### src/rtl/pipeline_hazard_ctrl_pkg.sv
// Shared core definitions for the pipeline hazard controller and the stage registers.
package pipeline_hazard_ctrl_pkg;

    // Width of an architectural register index (R0..R15, with R15 being the PC).
    localparam int REG_IDX_W = 4;

    // Sequencer states: normal flow, waiting on data memory, and sticky timeout.
    typedef enum logic [1:0] {
        RUN      = 2'd0,
        MEM_WAIT = 2'd1,
        ERROR    = 2'd2
    } hazard_state_e;

    // Control bundle sent to the PC and pipeline registers.
    // Field order matches the bit order used when the bundle is viewed as a vector.
    typedef struct packed {
        logic freezePc;
        logic freezeIfReg;
        logic flushIfReg;
        logic bubbleId;
        logic freezeBack;
    } hazard_ctrl_t;

    // Bundle value meaning "let every stage advance normally".
    localparam hazard_ctrl_t CTRL_IDLE = '0;

    // True when a source register is actually read and names the given destination.
    // R15 gets no special treatment; it is compared like any other index.
    function automatic logic srcMatch(
        input logic [REG_IDX_W-1:0] src,
        input logic                 live,
        input logic [REG_IDX_W-1:0] dest
    );
        return live && (src == dest);
    endfunction

endpackage

### src/rtl/pipeline_hazard_ctrl_hazard_detect.sv
// Combinational data-hazard detector for the instruction sitting in ID.
// Without forwarding any pending write in EX or MEM to a live source stalls;
// with forwarding only a load still in EX (load-use) stalls.
module pipeline_hazard_ctrl_hazard_detect
    import pipeline_hazard_ctrl_pkg::*;
#(
    parameter bit FWD_EN = 1'b0
)
(
    input  logic [REG_IDX_W-1:0] id_src1_i,
    input  logic [REG_IDX_W-1:0] id_src2_i,
    input  logic                 id_use_src1_i,
    input  logic                 id_two_src_i,
    input  logic [REG_IDX_W-1:0] exe_dest_i,
    input  logic                 exe_wb_en_i,
    input  logic                 exe_mem_read_i,
    input  logic [REG_IDX_W-1:0] mem_dest_i,
    input  logic                 mem_wb_en_i,
    output logic                 hz_o
);

    logic exeHit;
    logic memHit;

    // Decide whether any live ID source collides with a result still in flight.
    always_comb begin
        exeHit = srcMatch(id_src1_i, id_use_src1_i, exe_dest_i)
               | srcMatch(id_src2_i, id_two_src_i,  exe_dest_i);
        memHit = srcMatch(id_src1_i, id_use_src1_i, mem_dest_i)
               | srcMatch(id_src2_i, id_two_src_i,  mem_dest_i);
        hz_o   = 1'b0;
        if (FWD_EN) begin
            hz_o = exeHit & exe_mem_read_i;
        end else begin
            hz_o = (exeHit & exe_wb_en_i) | (memHit & mem_wb_en_i);
        end
    end

endmodule

### src/rtl/pipeline_hazard_ctrl.sv
// Central stall/flush sequencer for the 5-stage core.
// Combines data hazards, data-memory waits and taken branches into freeze/flush
// controls, tracks memory waits with a timeout, and keeps saturating
// stall/flush performance counters.
module pipeline_hazard_ctrl
    import pipeline_hazard_ctrl_pkg::*;
#(
    parameter bit FWD_EN      = 1'b0,
    parameter int MEM_TIMEOUT = 255,
    parameter int CNT_W       = 16
)
(
    input  logic                 clk,
    input  logic                 rst,
    input  logic [REG_IDX_W-1:0] id_src1_i,
    input  logic [REG_IDX_W-1:0] id_src2_i,
    input  logic                 id_use_src1_i,
    input  logic                 id_two_src_i,
    input  logic [REG_IDX_W-1:0] exe_dest_i,
    input  logic                 exe_wb_en_i,
    input  logic                 exe_mem_read_i,
    input  logic [REG_IDX_W-1:0] mem_dest_i,
    input  logic                 mem_wb_en_i,
    input  logic                 branch_taken_i,
    input  logic                 mem_req_i,
    input  logic                 mem_ready_i,
    output logic                 freeze_pc_o,
    output logic                 freeze_if_reg_o,
    output logic                 flush_if_reg_o,
    output logic                 bubble_id_o,
    output logic                 freeze_back_o,
    output logic                 mem_err_o,
    output logic [CNT_W-1:0]     stall_cnt_o,
    output logic [CNT_W-1:0]     flush_cnt_o
);

    localparam int WAIT_W = (MEM_TIMEOUT < 2) ? 1 : $clog2(MEM_TIMEOUT + 1);
    localparam logic [WAIT_W-1:0] WAIT_LIMIT = WAIT_W'(MEM_TIMEOUT);
    localparam logic [CNT_W-1:0]  CNT_MAX    = '1;

    hazard_state_e     state_q,       state_d;
    logic [WAIT_W-1:0] waitCnt_q,     waitCnt_d;
    logic              memErr_q,      memErr_d;
    logic              branchPend_q,  branchPend_d;
    logic [CNT_W-1:0]  stallCnt_q,    stallCnt_d;
    logic [CNT_W-1:0]  flushCnt_q,    flushCnt_d;

    logic         hz;
    logic         ms;
    logic         branchEff;
    logic         stallEvent;
    logic         flushEvent;
    hazard_ctrl_t ctrl;

    pipeline_hazard_ctrl_hazard_detect #(
        .FWD_EN (FWD_EN)
    ) u_hazard_detect (
        .id_src1_i      (id_src1_i),
        .id_src2_i      (id_src2_i),
        .id_use_src1_i  (id_use_src1_i),
        .id_two_src_i   (id_two_src_i),
        .exe_dest_i     (exe_dest_i),
        .exe_wb_en_i    (exe_wb_en_i),
        .exe_mem_read_i (exe_mem_read_i),
        .mem_dest_i     (mem_dest_i),
        .mem_wb_en_i    (mem_wb_en_i),
        .hz_o           (hz)
    );

    // Priority mux and next-state logic: ERROR beats a memory stall, which beats
    // a taken branch, which beats a data hazard. A branch seen while EX is frozen
    // (or in the release cycle) is remembered and flushed on the following RUN cycle.
    always_comb begin
        ms           = mem_req_i & ~mem_ready_i;
        branchEff    = branch_taken_i | branchPend_q;
        ctrl         = CTRL_IDLE;
        stallEvent   = 1'b0;
        flushEvent   = 1'b0;
        state_d      = state_q;
        waitCnt_d    = waitCnt_q;
        memErr_d     = memErr_q;
        branchPend_d = branchPend_q;

        case (state_q)
            ERROR: begin
                ctrl.freezePc    = 1'b1;
                ctrl.freezeIfReg = 1'b1;
                ctrl.freezeBack  = 1'b1;
            end
            RUN, MEM_WAIT: begin
                if (ms) begin
                    ctrl.freezePc    = 1'b1;
                    ctrl.freezeIfReg = 1'b1;
                    ctrl.freezeBack  = 1'b1;
                    stallEvent       = 1'b1;
                    branchPend_d     = branchEff;
                    if (state_q == RUN) begin
                        state_d   = MEM_WAIT;
                        waitCnt_d = WAIT_W'(1);
                    end else if (waitCnt_q == WAIT_LIMIT) begin
                        state_d  = ERROR;
                        memErr_d = 1'b1;
                    end else begin
                        waitCnt_d = waitCnt_q + WAIT_W'(1);
                    end
                end else if (state_q == MEM_WAIT) begin
                    state_d      = RUN;
                    waitCnt_d    = '0;
                    branchPend_d = branchEff;
                end else if (branchEff) begin
                    ctrl.flushIfReg = 1'b1;
                    ctrl.bubbleId   = 1'b1;
                    flushEvent      = 1'b1;
                    branchPend_d    = 1'b0;
                end else if (hz) begin
                    ctrl.freezePc    = 1'b1;
                    ctrl.freezeIfReg = 1'b1;
                    ctrl.bubbleId    = 1'b1;
                    stallEvent       = 1'b1;
                end
            end
            default: begin
                state_d = RUN;
            end
        endcase

        stallCnt_d = stallCnt_q;
        if (stallEvent && (stallCnt_q != CNT_MAX)) begin
            stallCnt_d = stallCnt_q + CNT_W'(1);
        end
        flushCnt_d = flushCnt_q;
        if (flushEvent && (flushCnt_q != CNT_MAX)) begin
            flushCnt_d = flushCnt_q + CNT_W'(1);
        end

        if (rst) begin
            ctrl = CTRL_IDLE;
        end
    end

    // Sequencer state register: memory-wait tracking, sticky error and held branch.
    always_ff @(posedge clk) begin
        if (rst) begin
            state_q      <= RUN;
            waitCnt_q    <= '0;
            memErr_q     <= 1'b0;
            branchPend_q <= 1'b0;
        end else begin
            state_q      <= state_d;
            waitCnt_q    <= waitCnt_d;
            memErr_q     <= memErr_d;
            branchPend_q <= branchPend_d;
        end
    end

    // Saturating performance counters for stall cycles and acted-on branch flushes.
    always_ff @(posedge clk) begin
        if (rst) begin
            stallCnt_q <= '0;
            flushCnt_q <= '0;
        end else begin
            stallCnt_q <= stallCnt_d;
            flushCnt_q <= flushCnt_d;
        end
    end

    assign freeze_pc_o     = ctrl.freezePc;
    assign freeze_if_reg_o = ctrl.freezeIfReg;
    assign flush_if_reg_o  = ctrl.flushIfReg;
    assign bubble_id_o     = ctrl.bubbleId;
    assign freeze_back_o   = ctrl.freezeBack;
    assign mem_err_o       = memErr_q;
    assign stall_cnt_o     = stallCnt_q;
    assign flush_cnt_o     = flushCnt_q;

endmodule

### config.mk
export PLATFORM = sky130hd
export DESIGN_NAME = pipeline_hazard_ctrl
export DESIGN_NICKNAME = d
export VERILOG_FILES = /design/src/rtl/pipeline_hazard_ctrl_pkg.sv /design/src/rtl/pipeline_hazard_ctrl_hazard_detect.sv /design/src/rtl/pipeline_hazard_ctrl.sv
export SDC_FILE = /design/constraint.sdc
export NUM_CORES = 1
export LEC_CHECK = 0
export CORE_MARGIN = 1
export CORE_UTILIZATION = 52
export CTS_CLUSTER_SIZE = 8
export DETAILED_ROUTE_END_ITERATION = 8
export PLACE_DENSITY = 0.83
export SYNTH_ARGS = -nofsm -noshare
export SYNTH_HDL_FRONTEND = slang
export SYNTH_SLANG_ARGS = --single-unit
### constraint.sdc
create_clock -name clk -period 3.15 [get_ports clk]
set_input_delay 0.4725 -clock clk [delete_from_list [all_inputs] [get_ports clk]]
set_output_delay 0.4725 -clock clk [all_outputs]
set_load 0.05 [all_outputs]
# After elaboration in Yosys (flattened, before gate mapping)
# Index checks and enable logic that the tools add are counted.
[word_totals]
regBits = 44
in_bits = 26
out_inout_bits = 38
elab_cells = 77
[op_classes]
add_sub_neg = 3
n_eq_ne = 12
n_mux = 32
bitwise = 10
n_reduce_logical = 14
[op_table]
columns = ["operator", "n"]
rows = [
  ["$add 16x1->16 const B", 2],
  ["$mux 8", 4],
  ["$ne 16x16->1 const B", 2],
  ["$mux 2", 9],
  ["$eq 4x4->1", 4],
  ["$mux 1", 14],
  ["$add 8x1->8 const B", 1],
  ["$eq 8x8->1 const B", 1],
  ["$pmux 2 s2", 2],
  ["$logic_and 1x1->1", 6],
  ["$ne 3x3->1 const B", 2],
  ["$reduce_and 3->1", 2],
  ["$mux 5", 1],
  ["$mux 4", 1],
  ["$ne 4x4->1 const B", 1],
  ["$or 1x1->1", 4],
  ["$reduce_and 4->1", 1],
  ["$and 1x1->1", 3],
  ["$not 1->1", 3],
  ["$reduce_bool 3->1", 1],
  ["$eq 2x1->1 const B", 1],
  ["$eq 2x2->1 const B", 1],
  ["$logic_not 2->1", 1],
  ["$pmux 1 s2", 1],
  ["3 further kinds", 3],
]

# Depth between registers and ports, before layout
[depth]
ltp_word = 11
depth_mapped = 9
depth_no_buf = 8

# By module
# Synthesis repeated with hierarchy kept, for this count alone.
[unflattened]
hier_cells = 288
hier_area_um2 = 2377.3
[by_module_without_submodules]
columns = ["module", "n_inst", "cells_per_inst", "area_each_um2", "seq_area_each_um2"]
rows = [
  ["pipeline_hazard_ctrl", 1, 263, 2185.8, 880.8],
  ["pipeline_hazard_ctrl_hazard_detect", 1, 25, 191.4, 0.0],
]

# Worst setup path after synthesis
# OpenSTA, ideal clock, no wires.
[synth_path]
kind = "input -> output"
start = "input mem_req_i"
end = "output freeze_pc_o"
arrival_time_ps = 2365
required_ps = 2677
slack_ps = 312
cell_stages = 7
path_buffers = 3
path_cell_list = "nor2b_1 > clkbuf_1 > and2_1 > buf_2 > a21oi_1 > a21oi_1 > buf_4"
[synth_between]
elab_chain_cells = 4
[synth_rtl]
columns = ["item", "line_no", "source"]
rows = [
  ["start, declared", "pipeline_hazard_ctrl.sv:25", "input logic mem_req_i,"],
  ["$and 1x1->1", "pipeline_hazard_ctrl.sv:74", "ms = mem_req_i & ~mem_ready_i;"],
  ["$mux 2", "pipeline_hazard_ctrl.sv:91", "if (ms) begin"],
  ["$pmux 2 s2", "pipeline_hazard_ctrl.sv:84", "case (state_q)"],
  ["$mux 5", "pipeline_hazard_ctrl.sv:136", "if (rst) begin"],
  ["end, declared", "pipeline_hazard_ctrl.sv:27", "output logic freeze_pc_o,"],
]
# No other way between the ends.

# Worst setup path after layout
[layout_path]
start = "input id_src1_i[0]"
end = "output bubble_id_o"
[layout_between]
elab_chain_cells = 11
elab_cells_between_ends = 15
classes_between = "eq/ne (2); mux (6); bitwise (5); reduce/logical (2)"
[layout_rtl]
columns = ["item", "line_no", "source"]
rows = [
  ["start, declared", "pipeline_hazard_ctrl.sv:15", "input logic [REG_IDX_W-1:0] id_src1_i,"],
  ["$eq 4x4->1", "pipeline_hazard_ctrl_pkg.sv:34", "return live && (src == dest);"],
  ["$logic_and 1x1->1", "pipeline_hazard_ctrl_pkg.sv:34", ""],
  ["$or 1x1->1, on equally long branches", "pipeline_hazard_ctrl_hazard_detect.sv:28, pipeline_hazard_ctrl_hazard_detect.sv:30", ""],
  ["$and 1x1->1", "pipeline_hazard_ctrl_hazard_detect.sv:35", "hz_o = (exeHit & exe_wb_en_i) | (memHit & mem_wb_en_i);"],
  ["$or 1x1->1 (*)", "pipeline_hazard_ctrl_hazard_detect.sv:35", ""],
  ["$mux 1 (*)", "pipeline_hazard_ctrl.sv:115", "end else if (hz) begin"],
  ["$mux 1 (*)", "pipeline_hazard_ctrl.sv:110", "end else if (branchEff) begin"],
  ["$mux 4 (*)", "pipeline_hazard_ctrl.sv:106", "end else if (state_q == MEM_WAIT) begin"],
  ["$mux 2 (*)", "pipeline_hazard_ctrl.sv:91", ""],
  ["$mux 2 (*)", "pipeline_hazard_ctrl.sv:84", ""],
  ["$mux 5 (*)", "pipeline_hazard_ctrl.sv:136", ""],
  ["end, declared", "pipeline_hazard_ctrl.sv:30", "output logic bubble_id_o,"],
]
# Mark *: on every way between the ends. The rest lies on a longest branch, timed or not.

==> results.toml <==
[run_status]
outcome = "finished with violations"
violations = "design-rule violations"

[detailed_routing]
dr.pass1.iters = 6
iteration_0_drc_count_of_the_detailed_router = 192
via_count = 2217
route.final.wire_length_mm = 5.291
routed_wire_length_per_instance_um = 13.16
antenna_left = 0
vias_per_cell = 5.515
drt_drc_violations_left = 4

[global_routing]
maximum_number_of_pins_on_one_net_before_global_route_repair = 18
grt.overflow.total = 0
track_usage = 0.2278
grt_pass1_wl_mm = 9.211
first_global_vias = 2163
antenna_found_initial = 0

[worst_setup_path]
worstSetupStartpointType = "input pin"
critical_path_arrival_ns = 2.21
critPathTopFamily = "simple AND/OR/NAND/NOR gates"
critical_path.cell_chain = "clkdlybuf4s50_1 -> xor2_1 -> nor3_1 -> nand4_1 -> and4_4 -> a21oi_1 -> buf_12"
setup.worst_path.end_class = "output port"
critPathRequiredTime_ns = 2.68
timing.critical_path.slowest_cell_delay_ns = 0.46
cp_max_fo = 6
criticalPathCategory = "input pin to output port"
path_buf_inv = 2
critPathSlowestCell = "clkdlybuf4s50_1"

[layout]
diode_insertion_count_for_antenna_repair = 0
syn2layout_area_growth_pct = 33.95
layout_cells_sized_above_1 = 0.1057
fillCellCount = 333
layout.cells.most_common_list = "clkdlybuf4s50_1 (57), dfxtp_1 (44), nor2_1 (38), xor2_1 (31), nand2_1 (20)"
layout_commonest_cell = "clkdlybuf4s50_1"
finalCoreUtilization = 0.7376
nNetsFinal = 378

[sta]
max_slew.worst_pin.slew_ns = 0.5410
clock-skew-final_ns = 0.007599
timing.fmax_ghz = 0.3726
final.min_clock_period_ns = 2.684
maxSlewViolCount = 0
slew_headroom = 0.6366
final_cycle_utilization_of_the_critical_path = 0.8519
setup_viol = 0
timing.setup.tns_ns = 0
final_hold_violation_count = 0
rsz0062_at_grt = "no"

[synth]
synth_nets = 316
synth_flop_cell = "dfxtp_1"
synth_seq_area_share = 0.3599
yosys_register_bits = 44
netlist_instances = 287
synth.cell_area_um2 = 2447
synth_cell_type_count = 48
ys.warnings.count = 0
synth_area_per_cell_um2 = 8.527
synth_enable_flop_cells = 0
async_flop_share = 0

[place]
dp_hpwl_mm = 4.053
count_of_buffers_from_port_buffering = 62
routabilityCongestion = 0.8160

[clock_tree]
cts-resized-gates = 0
clock_sink_count = 44
path_clk_slew_ns = 0.08
clock_insertion_delay_worst_skew_ns = 0.29
post_cts.repair.setup_buffers = 0
holdBufCountCts = 0
cts_root_buf = "clkbuf_8"
cts_tree = "yes"
numCtsBuffers = 5
h-tree-depth = 2
clock_tree.buffer_depth = 2

[floorplan]
fp.dieArea_um2 = 4985
starting_density_of_the_core = 0.5507
placementRows = 24
die-height_um = 70.61
dieWidth_um = 70.61
core_area_um2 = 4444
ios = 64

[job]
max_cap_violations = 0

[power_and_ir_drop]
power_per_standard_cell_area_nw_per_um2 = 370.8
cellLeakagePower_nw = 1.211
irDropWorstVdd_mv = 0.2593

[min_path]
min_path_type = "register to register"
## synthesized netlist by cell type (all sizes together), types with 2 or more instances
| cell | number | area [µm²] |
|---|---|---|
| dfxtp | 44 | 880.8 |
| o31ai | 2 | 15.01 |
| xor2 | 31 | 271.5 |
| nand2 | 21 | 86.33 |
| nor3 | 8 | 40.04 |
| a21oi | 15 | 75.07 |
| a31oi | 2 | 27.53 |
| clkbuf | 7 | 26.28 |
| nor2 | 38 | 142.6 |
| o2111ai | 2 | 17.52 |
| nor2b | 4 | 25.02 |
| nand3 | 15 | 75.07 |
| nand2b | 3 | 18.77 |
| and4 | 4 | 40.04 |
| xnor2 | 9 | 78.83 |
| inv | 4 | 15.01 |
| and3 | 10 | 63.81 |
| o21a | 2 | 15.01 |
| or4 | 4 | 37.54 |
| or3 | 5 | 35.03 |
| buf | 6 | 45.04 |
| o21ai | 13 | 65.06 |
| mux2i | 3 | 30.03 |
| and2 | 5 | 31.28 |
| ha | 3 | 37.54 |
| nand4 | 14 | 102.6 |
## area by class of cell
type                    count  area (µm²)  share of cell area
inverters                   4       15.01            0.004580
well taps                  52       65.06             0.01985
clock inverters             2       38.79             0.01183
flip-flops and latches     44       880.8              0.2687
clock buffers               6       82.58             0.02519
multi-input cells         226        1480              0.4515
repair buffers             68       715.7              0.2183
## tightest hold or removal path, delay by kind of cell (launching register included)
kind	cells	cell delay [ns]
AO/OA/AOI/OAI	1	0.05
buffers and inverters	1	0.04
flip-flops	1	0.32
## where the power goes
part           switching [W]  internal [W]
combinational       0.000100     0.0000884
clock               0.000195      0.000259
sequential        0.00000927      0.000563
total               0.000304      0.000911
## stage by stage
step	hold WS, ns	worst slack [ns]	instance area, µm²	power [W]	instances
4_1_cts	0.4566	0.4613	3278	0.001226	402
2_1_floorplan	0.4710	0.3124	2447	0.0006927	287
3_5_place_dp	0.4446	0.3917	3157	0.0007741	394
6_report	0.4503	0.4664	3278	0.001216	402
3_3_place_gp	0.4367	0.4550	3157	0.0007704	394
5_1_grt	0.4809	0.3406	3278	0.001270	402
## registers in the layout (all words and copies together) (netlist names)
| name | flops |
|---|---|
| stall_cnt_o | 16 |
| flush_cnt_o | 16 |
| state_q | 2 |
| branchPend_q | 1 |
| waitCnt_q | 8 |
| mem_err_o | 1 |
## routing by layer
| metal | track usage | share of wire |
|---|---|---|
| met1 | 0.2820 | 0.46 |
| met2 | 0.4099 | 0.48 |
| met3 | 0.03561 | 0.046 |
| met4 | 0.06889 | 0.014 |
| met5 | 0 | 0 |
## logic make-up after synthesis
group	after synthesis	synth area share
compound gates	44	0.1253
simple gates	135	0.3042
buf+inv	17	0.03527
xor+xnor	40	0.1432
fa+ha+maj	3	0.01534
flops	44	0.3599
mux	4	0.01687
## final timing paths
kind | from | end | slack, ns | depth (start not counted)
min reg2reg | mem_err_o | mem_err_o | 0.45 | 2
min | mem_err_o | mem_err_o | 0.45 | 2
max reg2reg | stall_cnt_o[0] | stall_cnt_o[1] | 0.83 | 7
max | id_src1_i[0] | bubble_id_o | 0.47 | 7
Power figures use the tool's default switching activity.
